$ cat src/rtl/cmsdk_sram16_pkg.sv
// Shared types and constants for the AHB to 16-bit async SRAM controller.
package cmsdk_sram16_pkg;

  localparam int unsigned CNT_W = 4;

  localparam logic [1:0] HTRANS_IDLE   = 2'b00;
  localparam logic [1:0] HTRANS_NONSEQ = 2'b10;

  localparam logic [2:0] HSIZE_BYTE = 3'd0;
  localparam logic [2:0] HSIZE_HALF = 3'd1;
  localparam logic [2:0] HSIZE_WORD = 3'd2;

  typedef enum logic [2:0] {
    ST_IDLE  = 3'd0,
    ST_RD    = 3'd1,
    ST_WR    = 3'd2,
    ST_WHOLD = 3'd3,
    ST_TURN  = 3'd4,
    ST_DONE  = 3'd5,
    ST_ERR   = 3'd6
  } state_e;

  // Access shape derived from HSIZE/HADDR at acceptance
  typedef struct packed {
    logic word;  // two 16-bit accesses
    logic half;  // first half to access
    logic lbn;   // low byte lane strobe
    logic ubn;   // high byte lane strobe
  } req_t;

  // NONSEQ and SEQ both have bit 1 set; IDLE and BUSY do not
  function automatic logic trans_active(input logic [1:0] htrans);
    return (htrans != HTRANS_IDLE) && (htrans[1] == HTRANS_NONSEQ[1]);
  endfunction

  // Sizes above word are treated as word; address aligned down to the size
  function automatic req_t decode_req(input logic [2:0] size, input logic [1:0] addr_lo);
    req_t r;
    r = '0;
    if (size == HSIZE_BYTE) begin
      r.half = addr_lo[1];
      r.lbn  = addr_lo[0];
      r.ubn  = ~addr_lo[0];
    end else if (size == HSIZE_HALF) begin
      r.half = addr_lo[1];
    end else begin
      r.word = 1'b1;
    end
    return r;
  endfunction

  function automatic logic misaligned(input logic [2:0] size, input logic [1:0] addr_lo);
    return (size > HSIZE_WORD) ||
           ((size == HSIZE_HALF) && addr_lo[0]) ||
           ((size == HSIZE_WORD) && (addr_lo != 2'b00));
  endfunction

endpackage

$ cat src/rtl/cmsdk_sram16_wait_cnt.sv
// Loadable down-counter with zero flag, shared by read, write and turnaround timing.
module cmsdk_sram16_wait_cnt
  import cmsdk_sram16_pkg::*;
(
  input  logic             clk,
  input  logic             rst_n,
  input  logic             load_i,
  input  logic [CNT_W-1:0] load_val_i,
  input  logic             dec_i,
  output logic             zero_o
);

  logic [CNT_W-1:0] cnt_q;

  // Load has priority; decrement saturates at zero
  always_ff @(posedge clk or negedge rst_n) begin
    if (!rst_n) begin
      cnt_q <= '0;
    end else if (load_i) begin
      cnt_q <= load_val_i;
    end else if (dec_i && (cnt_q != '0)) begin
      cnt_q <= cnt_q - CNT_W'(1);
    end
  end

  assign zero_o = (cnt_q == '0);

endmodule

$ cat src/rtl/cmsdk_ahb_sram16_ctrl.sv
// AHB-Lite slave driving one asynchronous 16-bit SRAM.
// Build option: define CMSDK_SRAM16_ALIGN_CHECK_EN to answer misaligned or
// oversized transfers with a two-cycle ERROR instead of aligning them down.
module cmsdk_ahb_sram16_ctrl
  import cmsdk_sram16_pkg::*;
#(
  parameter int unsigned AW         = 18,
  parameter int unsigned RD_WAIT    = 1,
  parameter int unsigned WR_WAIT    = 2,
  parameter int unsigned TURNAROUND = 1
) (
  input  logic          HCLK,
  input  logic          HRESETn,
  input  logic          HSEL,
  input  logic [AW-1:0] HADDR,
  input  logic [1:0]    HTRANS,
  input  logic [2:0]    HSIZE,
  input  logic          HWRITE,
  input  logic [31:0]   HWDATA,
  input  logic          HREADY,
  output logic          HREADYOUT,
  output logic [31:0]   HRDATA,
  output logic          HRESP,
  output logic [AW-1:0] MEM_ADDR,
  input  logic [15:0]   MEM_DATA_I,
  output logic [15:0]   MEM_DATA_O,
  output logic          MEM_DATA_OE,
  output logic          MEM_WEn,
  output logic          MEM_OEn,
  output logic          MEM_CEn,
  output logic          MEM_LBn,
  output logic          MEM_UBn
);

  state_e           state_q;
  logic [AW-3:0]    addr_hi_q;
  logic             half_q;
  logic             word_q;
  logic             lane_lbn_q;
  logic             lane_ubn_q;
  logic             last_rd_q;
  logic             hreadyout_q;
  logic             hresp_q;
  logic [31:0]      hrdata_q;
  logic [15:0]      rd_lo_q;
  logic             cen_q;
  logic             oen_q;
  logic             wen_q;
  logic             lbn_q;
  logic             ubn_q;
  logic             oe_q;

  req_t             req_c;
  logic             err_c;
  logic             acc_c;
  logic             go_turn_c;
  logic             more_c;
  logic             enter_rd_c;
  logic             enter_wr_c;
  logic             enter_turn_c;
  logic             cnt_load_c;
  logic             cnt_dec_c;
  logic [CNT_W-1:0] cnt_val_c;
  logic             cnt_zero;

  // Acceptance decode, state-entry conditions and wait-counter control
  always_comb begin
    req_c = decode_req(HSIZE, HADDR[1:0]);
`ifdef CMSDK_SRAM16_ALIGN_CHECK_EN
    err_c = misaligned(HSIZE, HADDR[1:0]);
`else
    err_c = 1'b0;
`endif
    acc_c        = HSEL & HREADY & trans_active(HTRANS) &
                   ((state_q == ST_IDLE) | (state_q == ST_DONE));
    go_turn_c    = HWRITE & last_rd_q & (TURNAROUND != 0);
    more_c       = word_q & ~half_q;
    enter_rd_c   = (acc_c & ~err_c & ~HWRITE) |
                   ((state_q == ST_RD) & cnt_zero & more_c);
    enter_turn_c = acc_c & ~err_c & go_turn_c;
    enter_wr_c   = (acc_c & ~err_c & HWRITE & ~go_turn_c) |
                   ((state_q == ST_WHOLD) & more_c) |
                   ((state_q == ST_TURN) & cnt_zero);
    cnt_load_c   = enter_rd_c | enter_wr_c | enter_turn_c;
    cnt_val_c    = '0;
    if (enter_rd_c) begin
      cnt_val_c = CNT_W'(RD_WAIT);
    end else if (enter_wr_c) begin
      cnt_val_c = CNT_W'(WR_WAIT);
    end else if (enter_turn_c) begin
      cnt_val_c = CNT_W'(TURNAROUND - 1);
    end
    cnt_dec_c = (state_q inside {ST_RD, ST_WR, ST_TURN});
  end

  cmsdk_sram16_wait_cnt u_wait_cnt (
    .clk        (HCLK),
    .rst_n      (HRESETn),
    .load_i     (cnt_load_c),
    .load_val_i (cnt_val_c),
    .dec_i      (cnt_dec_c),
    .zero_o     (cnt_zero)
  );

  // Access sequencer with registered bus response and SRAM strobes
  always_ff @(posedge HCLK or negedge HRESETn) begin
    if (!HRESETn) begin
      state_q     <= ST_IDLE;
      addr_hi_q   <= '0;
      half_q      <= 1'b0;
      word_q      <= 1'b0;
      lane_lbn_q  <= 1'b1;
      lane_ubn_q  <= 1'b1;
      last_rd_q   <= 1'b0;
      hreadyout_q <= 1'b1;
      hresp_q     <= 1'b0;
      hrdata_q    <= '0;
      rd_lo_q     <= '0;
      cen_q       <= 1'b1;
      oen_q       <= 1'b1;
      wen_q       <= 1'b1;
      lbn_q       <= 1'b1;
      ubn_q       <= 1'b1;
      oe_q        <= 1'b0;
    end else begin
      case (state_q)
        ST_IDLE, ST_DONE: begin
          if (acc_c) begin
            addr_hi_q   <= HADDR[AW-1:2];
            half_q      <= req_c.half;
            word_q      <= req_c.word;
            lane_lbn_q  <= req_c.lbn;
            lane_ubn_q  <= req_c.ubn;
            hreadyout_q <= 1'b0;
            hresp_q     <= err_c;
            if (err_c) begin
              state_q <= ST_ERR;
            end else if (enter_turn_c) begin
              state_q <= ST_TURN;
            end else if (HWRITE) begin
              state_q <= ST_WR;
              cen_q   <= 1'b0;
              wen_q   <= 1'b0;
              oe_q    <= 1'b1;
              lbn_q   <= req_c.lbn;
              ubn_q   <= req_c.ubn;
            end else begin
              state_q <= ST_RD;
              cen_q   <= 1'b0;
              oen_q   <= 1'b0;
              lbn_q   <= req_c.lbn;
              ubn_q   <= req_c.ubn;
            end
          end else begin
            state_q     <= ST_IDLE;
            hreadyout_q <= 1'b1;
            hresp_q     <= 1'b0;
          end
        end
        ST_RD: begin
          if (cnt_zero) begin
            if (more_c) begin
              rd_lo_q <= MEM_DATA_I;
              half_q  <= 1'b1;
            end else begin
              hrdata_q    <= word_q ? {MEM_DATA_I, rd_lo_q} : {MEM_DATA_I, MEM_DATA_I};
              state_q     <= ST_DONE;
              hreadyout_q <= 1'b1;
              last_rd_q   <= 1'b1;
              cen_q       <= 1'b1;
              oen_q       <= 1'b1;
              lbn_q       <= 1'b1;
              ubn_q       <= 1'b1;
            end
          end
        end
        ST_WR: begin
          if (cnt_zero) begin
            state_q <= ST_WHOLD;
            wen_q   <= 1'b1;
          end
        end
        ST_WHOLD: begin
          if (more_c) begin
            state_q <= ST_WR;
            half_q  <= 1'b1;
            wen_q   <= 1'b0;
          end else begin
            state_q     <= ST_DONE;
            hreadyout_q <= 1'b1;
            last_rd_q   <= 1'b0;
            cen_q       <= 1'b1;
            oe_q        <= 1'b0;
            lbn_q       <= 1'b1;
            ubn_q       <= 1'b1;
          end
        end
        ST_TURN: begin
          if (cnt_zero) begin
            state_q <= ST_WR;
            cen_q   <= 1'b0;
            wen_q   <= 1'b0;
            oe_q    <= 1'b1;
            lbn_q   <= lane_lbn_q;
            ubn_q   <= lane_ubn_q;
          end
        end
        ST_ERR: begin
          state_q     <= ST_DONE;
          hreadyout_q <= 1'b1;
        end
        default: begin
          state_q     <= ST_IDLE;
          hreadyout_q <= 1'b1;
          hresp_q     <= 1'b0;
        end
      endcase
    end
  end

  // Write data follows HWDATA directly: it is only valid in the data phase,
  // which already covers the first WEn-low cycle of the access.
  assign MEM_DATA_O  = oe_q ? (half_q ? HWDATA[31:16] : HWDATA[15:0]) : 16'h0000;
  assign MEM_DATA_OE = oe_q;
  assign MEM_ADDR    = {addr_hi_q, half_q, 1'b0};
  assign MEM_WEn     = wen_q;
  assign MEM_OEn     = oen_q;
  assign MEM_CEn     = cen_q;
  assign MEM_LBn     = lbn_q;
  assign MEM_UBn     = ubn_q;
  assign HREADYOUT   = hreadyout_q;
  assign HRESP       = hresp_q;
  assign HRDATA      = hrdata_q;

endmodule

$ cat config.mk
export PLATFORM = sky130hd
export DESIGN_NAME = cmsdk_ahb_sram16_ctrl
export DESIGN_NICKNAME = d
export VERILOG_FILES = /design/src/rtl/cmsdk_sram16_pkg.sv /design/src/rtl/cmsdk_sram16_wait_cnt.sv /design/src/rtl/cmsdk_ahb_sram16_ctrl.sv
export SDC_FILE = /design/constraint.sdc
export NUM_CORES = 1
export LEC_CHECK = 0
export CORE_UTILIZATION = 50
export CTS_BUF_LIST = sky130_fd_sc_hd__clkbuf_4 sky130_fd_sc_hd__clkbuf_8
export CTS_CLUSTER_SIZE = 14
export DETAILED_ROUTE_END_ITERATION = 10
export PLACE_DENSITY_LB_ADDON = 0.15
export SYNTH_ARGS = -nofsm -noshare
export SYNTH_HDL_FRONTEND = slang
export SYNTH_SLANG_ARGS = --single-unit
$ cat constraint.sdc
create_clock -name HCLK -period 4.7 [get_ports HCLK]
set_input_delay 0.94 -clock HCLK [delete_from_list [all_inputs] [get_ports HCLK]]
set_output_delay 0.94 -clock HCLK [all_outputs]
set_load 0.01 [all_outputs]
Yosys cells after proc, flatten, opt, wreduce, memory -nomap -nowiden
Cells that the tools add are included.
- add/subtract/negate cells: 1
- equal/unequal tests: 17
- muxes and demuxes: 65
- bitwise operators: 25
- reduce and logical (&&, ||, !) cells: 28
- operators with widths (cell ; number):
    $mux W16 ; 3
    $mux W1 ; 39
    $mux W3 ; 7
    $ne A2 B2 Y1 const B ; 10
    $pmux W1 S4 ; 5
    $pmux W3 S6 ; 1
    $and A1 B1 Y1 ; 13
    $reduce_and A6 Y1 ; 2
    $reduce_bool A4 Y1 ; 3
    $eq A3 B3 Y1 const B ; 3
    $reduce_and A3 Y1 ; 3
    $reduce_bool A3 Y1 ; 3
    $mux W2 ; 4
    $mux W4 ; 2
    $reduce_and A4 Y1 ; 2
    $reduce_bool A2 Y1 ; 4
    $reduce_and A7 Y1 ; 1
    $eq A3 B1 Y1 const B ; 2
    $eq A3 B2 Y1 const B ; 2
    $logic_not A3 Y1 ; 2
    $not A1 Y1 ; 6
    $or A1 B1 Y1 ; 6
    $pmux W1 S3 ; 2
    $reduce_and A5 Y1 ; 1
    other kinds (6) ; 10
- bits in registers: 83
- bits of input ports: 76
- output and inout port bits: 74
- logic and storage cells: 153

Depth between registers and ports, before layout
- depth in word-level cells: 11
- gate-level depth with buffers: 7
- gate-level depth less buffers: 6

Hierarchy
Synthesis repeated with hierarchy kept, for this count alone.
- cells, all modules: 363
- area, all modules: 4015.1 µm²
- by module, submodules not included (module ; times used ; cells each ; area an instance (µm²) ; sequential area each (µm²)):
    cmsdk_ahb_sram16_ctrl ; 1 ; 336 ; 3744.8 ; 1986.9
    cmsdk_sram16_wait_cnt ; 1 ; 27 ; 270.3 ; 100.1

Least setup slack after synthesis
Ideal clock, no wire load.
- path kind: flip-flop to output port
- from: reg half_q
- to: out MEM_DATA_O[10]
- data arrival time: 1263 ps
- data required time: 3760 ps
- setup slack: 2497 ps
- cell stages (with the launch flop): 5
- buffers on the path: 2
- cell sequence: dfrtp_1 -> buf_6 -> buf_1 -> mux2i_1 -> nor2b_1
- longest elaborated chain between the ends: 2
- RTL lines (item ; line ; RTL):
    start, declared ; cmsdk_ahb_sram16_ctrl.sv:37 ; logic half_q;
    start signal, assigned ; cmsdk_ahb_sram16_ctrl.sv:130 ; half_q <= req_c.half;
    $mux W16 (2 in a row) ; cmsdk_ahb_sram16_ctrl.sv:223 ; assign MEM_DATA_O = oe_q ? (half_q ? HWDATA[31:16] : HWDATA[15:0]) : 16'h0000;
    end, declared ; cmsdk_ahb_sram16_ctrl.sv:26 ; output logic [15:0] MEM_DATA_O,
No other way between the ends.

Final worst setup path
- from: reg half_q
- to: out MEM_DATA_O[11]
Same word-level chain as after synthesis.

==> results.toml <==
[synthesis]
synth_warnings = 0
synth_xor_area_share_pct = 0.850
synth_fa_ha_area_share_pct = 0.881
netlist_area_um2 = 4120
yosys.area_share.simple_pct = 14.8
synth_top_flop_cell = "dfrtp_1"
syn-instance-count = 364
avgSynthCellArea_um2 = 11.3
muxShareOfSynthArea_pct = 22.2
synth-seq-area-share_pct = 50.7
ys_seq_elements = 83
ys_async_sr_fraction_pct = 100
synth_top_family_by_area = "multiplexers"
synth_edf_count = 0
synthDistinctLibCells = 54
synth_compound_area_share_pct = 6.95

[final_layout]
fillers = 568
num_antenna_cells = 0
finalInstanceArea_um2 = 5810
drive_above_1_share_pct = 19.7
nets = 577
area_delta_synth_final_pct = 41.0
utilization_pct = 74.0

[timing]
maxSlewHeadroom_pct = 30.0
period_needed_ns = 3.13
rsz0062_at_grt = "no"
tightest_slew_ns = 1.05
fmax_ghz = 0.319
final.setup_skew_ns = 0.00750
tns_ns = 0
drv_slew = 0
timing.hold.ws_ns = 0.480
fin_crit_sh_pct = 66.7
finalHoldViolCount = 0
finalSetupViolCount = 0

[min_path]
min-delay-start = "addr_hi_q[9]"
min-delay-path-class = "flop to flop"
hold_depth = 2

[clock_network]
cts_tree = "yes"
cts.path.max_buffers = 2
hold_buffers = 0
numCtsBuffers = 9
post_cts_buffers = 0
h-tree-depth = 3
clock_latency_ns = 0.34
clk_pin_slew_ns = 0.08
cts_resized = 0
clockRootBuffer = "clkbuf_8"
cts_sinks = 83

[place]
io_buffers = 146
gp_congestion = 0.842
place_hpwl_um = 6940
postPlaceCellArea_um2 = 5600

[global_route]
grt-ovfl-total = 0
met3_usage_pct = 6.32
antenna_found_initial = 0
busiest_layer = "met2"
grt_start_max_net_pins = 84
grt_pass1_vias = 3301
track_usage_pct = 23.2
grt_pass1_wl_um = 15600
grt_util_met1_pct = 26.9
grtUsageMet2_pct = 41.4

[power_and_ir_drop]
p_leak_nw = 2.52
peakVddDrop_mv = 0.378
power.density_nw_per_um2 = 608

[die]
start_util_pct = 52.5
ioPinCount = 150
fp-row-count = 32
core_region_area_um2 = 7850
die_h_um = 92.8
die_area_um2 = 8610
die_w_um = 92.8

[critical_path]
crit_slowest_cell = "dfrtp_1"
r2r_start = "word_q"
r2r_cells = 5
critical-path-top-delay-family = "flip-flops"
arrival_ns = 2.19
end_kind = "output port"
crit_path_start_kind = "flop"
critical_path_class = "flop to output port"
required_ns = 3.76
path_max_fanout = 20
path_cells = "mux2i_1 > nor2b_1 > clkdlybuf4s50_1"
cp.buffers_inverters = 1
crit_start = "half_q"
cpPeakStageDelay_ns = 0.95
worstSetupPathDepth = 3

[detailed_routing]
wl_um = 9760
vias = 3203
first_iter_violations = 152
vias_per_cell = 5.29
drc = 0
ant_nets = 0
dr.pass1.iters = 4
wl_per_cell_um = 16.1

[run]
maxCapViolCount = 0

[run_status]
outcome = "completed"
-- flip-flops by register name (all words and copies together) (netlist names), 3 cells and up --
signal / flops
HRDATA: 32
state_q: 3
u_wait_cnt.cnt_q: 4
rd_lo_q: 16
addr_hi_q: 16
-- cell usage in the layout (no fill, tap or decap), drive strengths merged, types with 3 or more instances in the layout --
cell type	instances
clkdlybuf4s50	145
dfrtp	75
mux2	67
nand2	58
nor2b	20
mux2i	16
a21oi	11
clkbuf	9
dfstp	8
o21ai	8
inv	8
nor2	6
nor3	5
xnor2	4
and3	3
nand2b	3
nand3b	3
a221oi	3
nand3	3
or3	3
-- per-stage QoR --
step                total power, W  cells  setup slack (ns)
floorplan                  0.00220    365              2.50
global placement           0.00293    590              1.61
detailed placement         0.00300    590              1.56
CTS                        0.00357    605              1.54
global route               0.00375    605              1.41
finish                     0.00353    605              1.57
-- cell usage after synthesis (all sizes together), types with 2 or more instances --
library cell	number	area share, %
nor2b	20	3.0
mux2	67	18
clkbuf	8	0.73
nand2	58	5.3
or3	3	0.49
and2	2	0.30
o2bb2ai	2	0.43
nor3b	2	0.36
inv	7	0.64
nor4b	2	0.79
nand2b	3	0.46
a21oi	11	1.3
ha	2	0.61
nand3b	3	0.55
o211ai	2	0.36
buf	16	2.2
xnor2	4	0.85
nand4	2	0.30
a211oi	2	0.49
o21a	2	0.36
dfrtp	75	46
o21ai	8	0.97
nand3	3	0.49
mux2i	16	3.9
a22oi	2	0.36
and3	3	0.46
nor2	6	0.55
nor3	5	0.61
a221oi	3	0.64
a21o	2	0.39
dfstp	8	5.1
-- worst register-to-register path, stage by stage (launching register included) --
cell and delay, ns:
dfrtp_1 0.91, nor2b_1 0.46, nor2_1 0.13, nand2_1 0.09
buf_4 0.38, mux2_2 0.40
-- final cells by class --
cell class                      instances  area (um2)  area share [%]
Clock buffer                            9         124            2.13
Clock inverter                          6        90.1            1.55
Inverter                                7        26.3           0.452
Multi-Input combinational cell        251        1890            32.5
Sequential cell                        83        2090            35.9
Tap cell                              102         128            2.20
Timing Repair Buffer                  147        1470            25.2
-- power breakdown --
| part | internal (W) | switching (W) | total (W) |
|---|---|---|---|
| Sequential | 0.00107 | 0.000277 | 0.00135 |
| Clock | 0.000298 | 0.000256 | 0.000554 |
| Combinational | 0.00102 | 0.000610 | 0.00163 |
-- layer usage --
| layer | wire length (um) | up-vias |
|---|---|---|
| met3 | 626 | 15 |
| met5 | 0 | - |
| met4 | 152 | 0 |
| met1 | 3830 | 1556 |
| met2 | 5140 | 95 |
| li1 | - | 1537 |
-- worst paths after layout --
| check | slack [ns] | endpoint |
|---|---|---|
| setup / recovery | 1.57 | MEM_DATA_O[11] |
| hold / removal | 0.48 | addr_hi_q[9] |
| setup reg to reg | 2.22 | HRDATA[7] |
| hold reg to reg | 0.48 | addr_hi_q[9] |
| max in group asynchronous | 3.25 | addr_hi_q[13] |
| min in group asynchronous | 0.72 | addr_hi_q[12] |
-- cell families after synthesis --
logic type,count (synthesis)
xor gates and xnor gates,4
adders and majority gates,3
DFF,83
and+or+nand+nor,117
other,1
AOI/OAI and AO/OA,42
buffers and inverters,31
muxes,83
(Power assumes the default switching activity.)
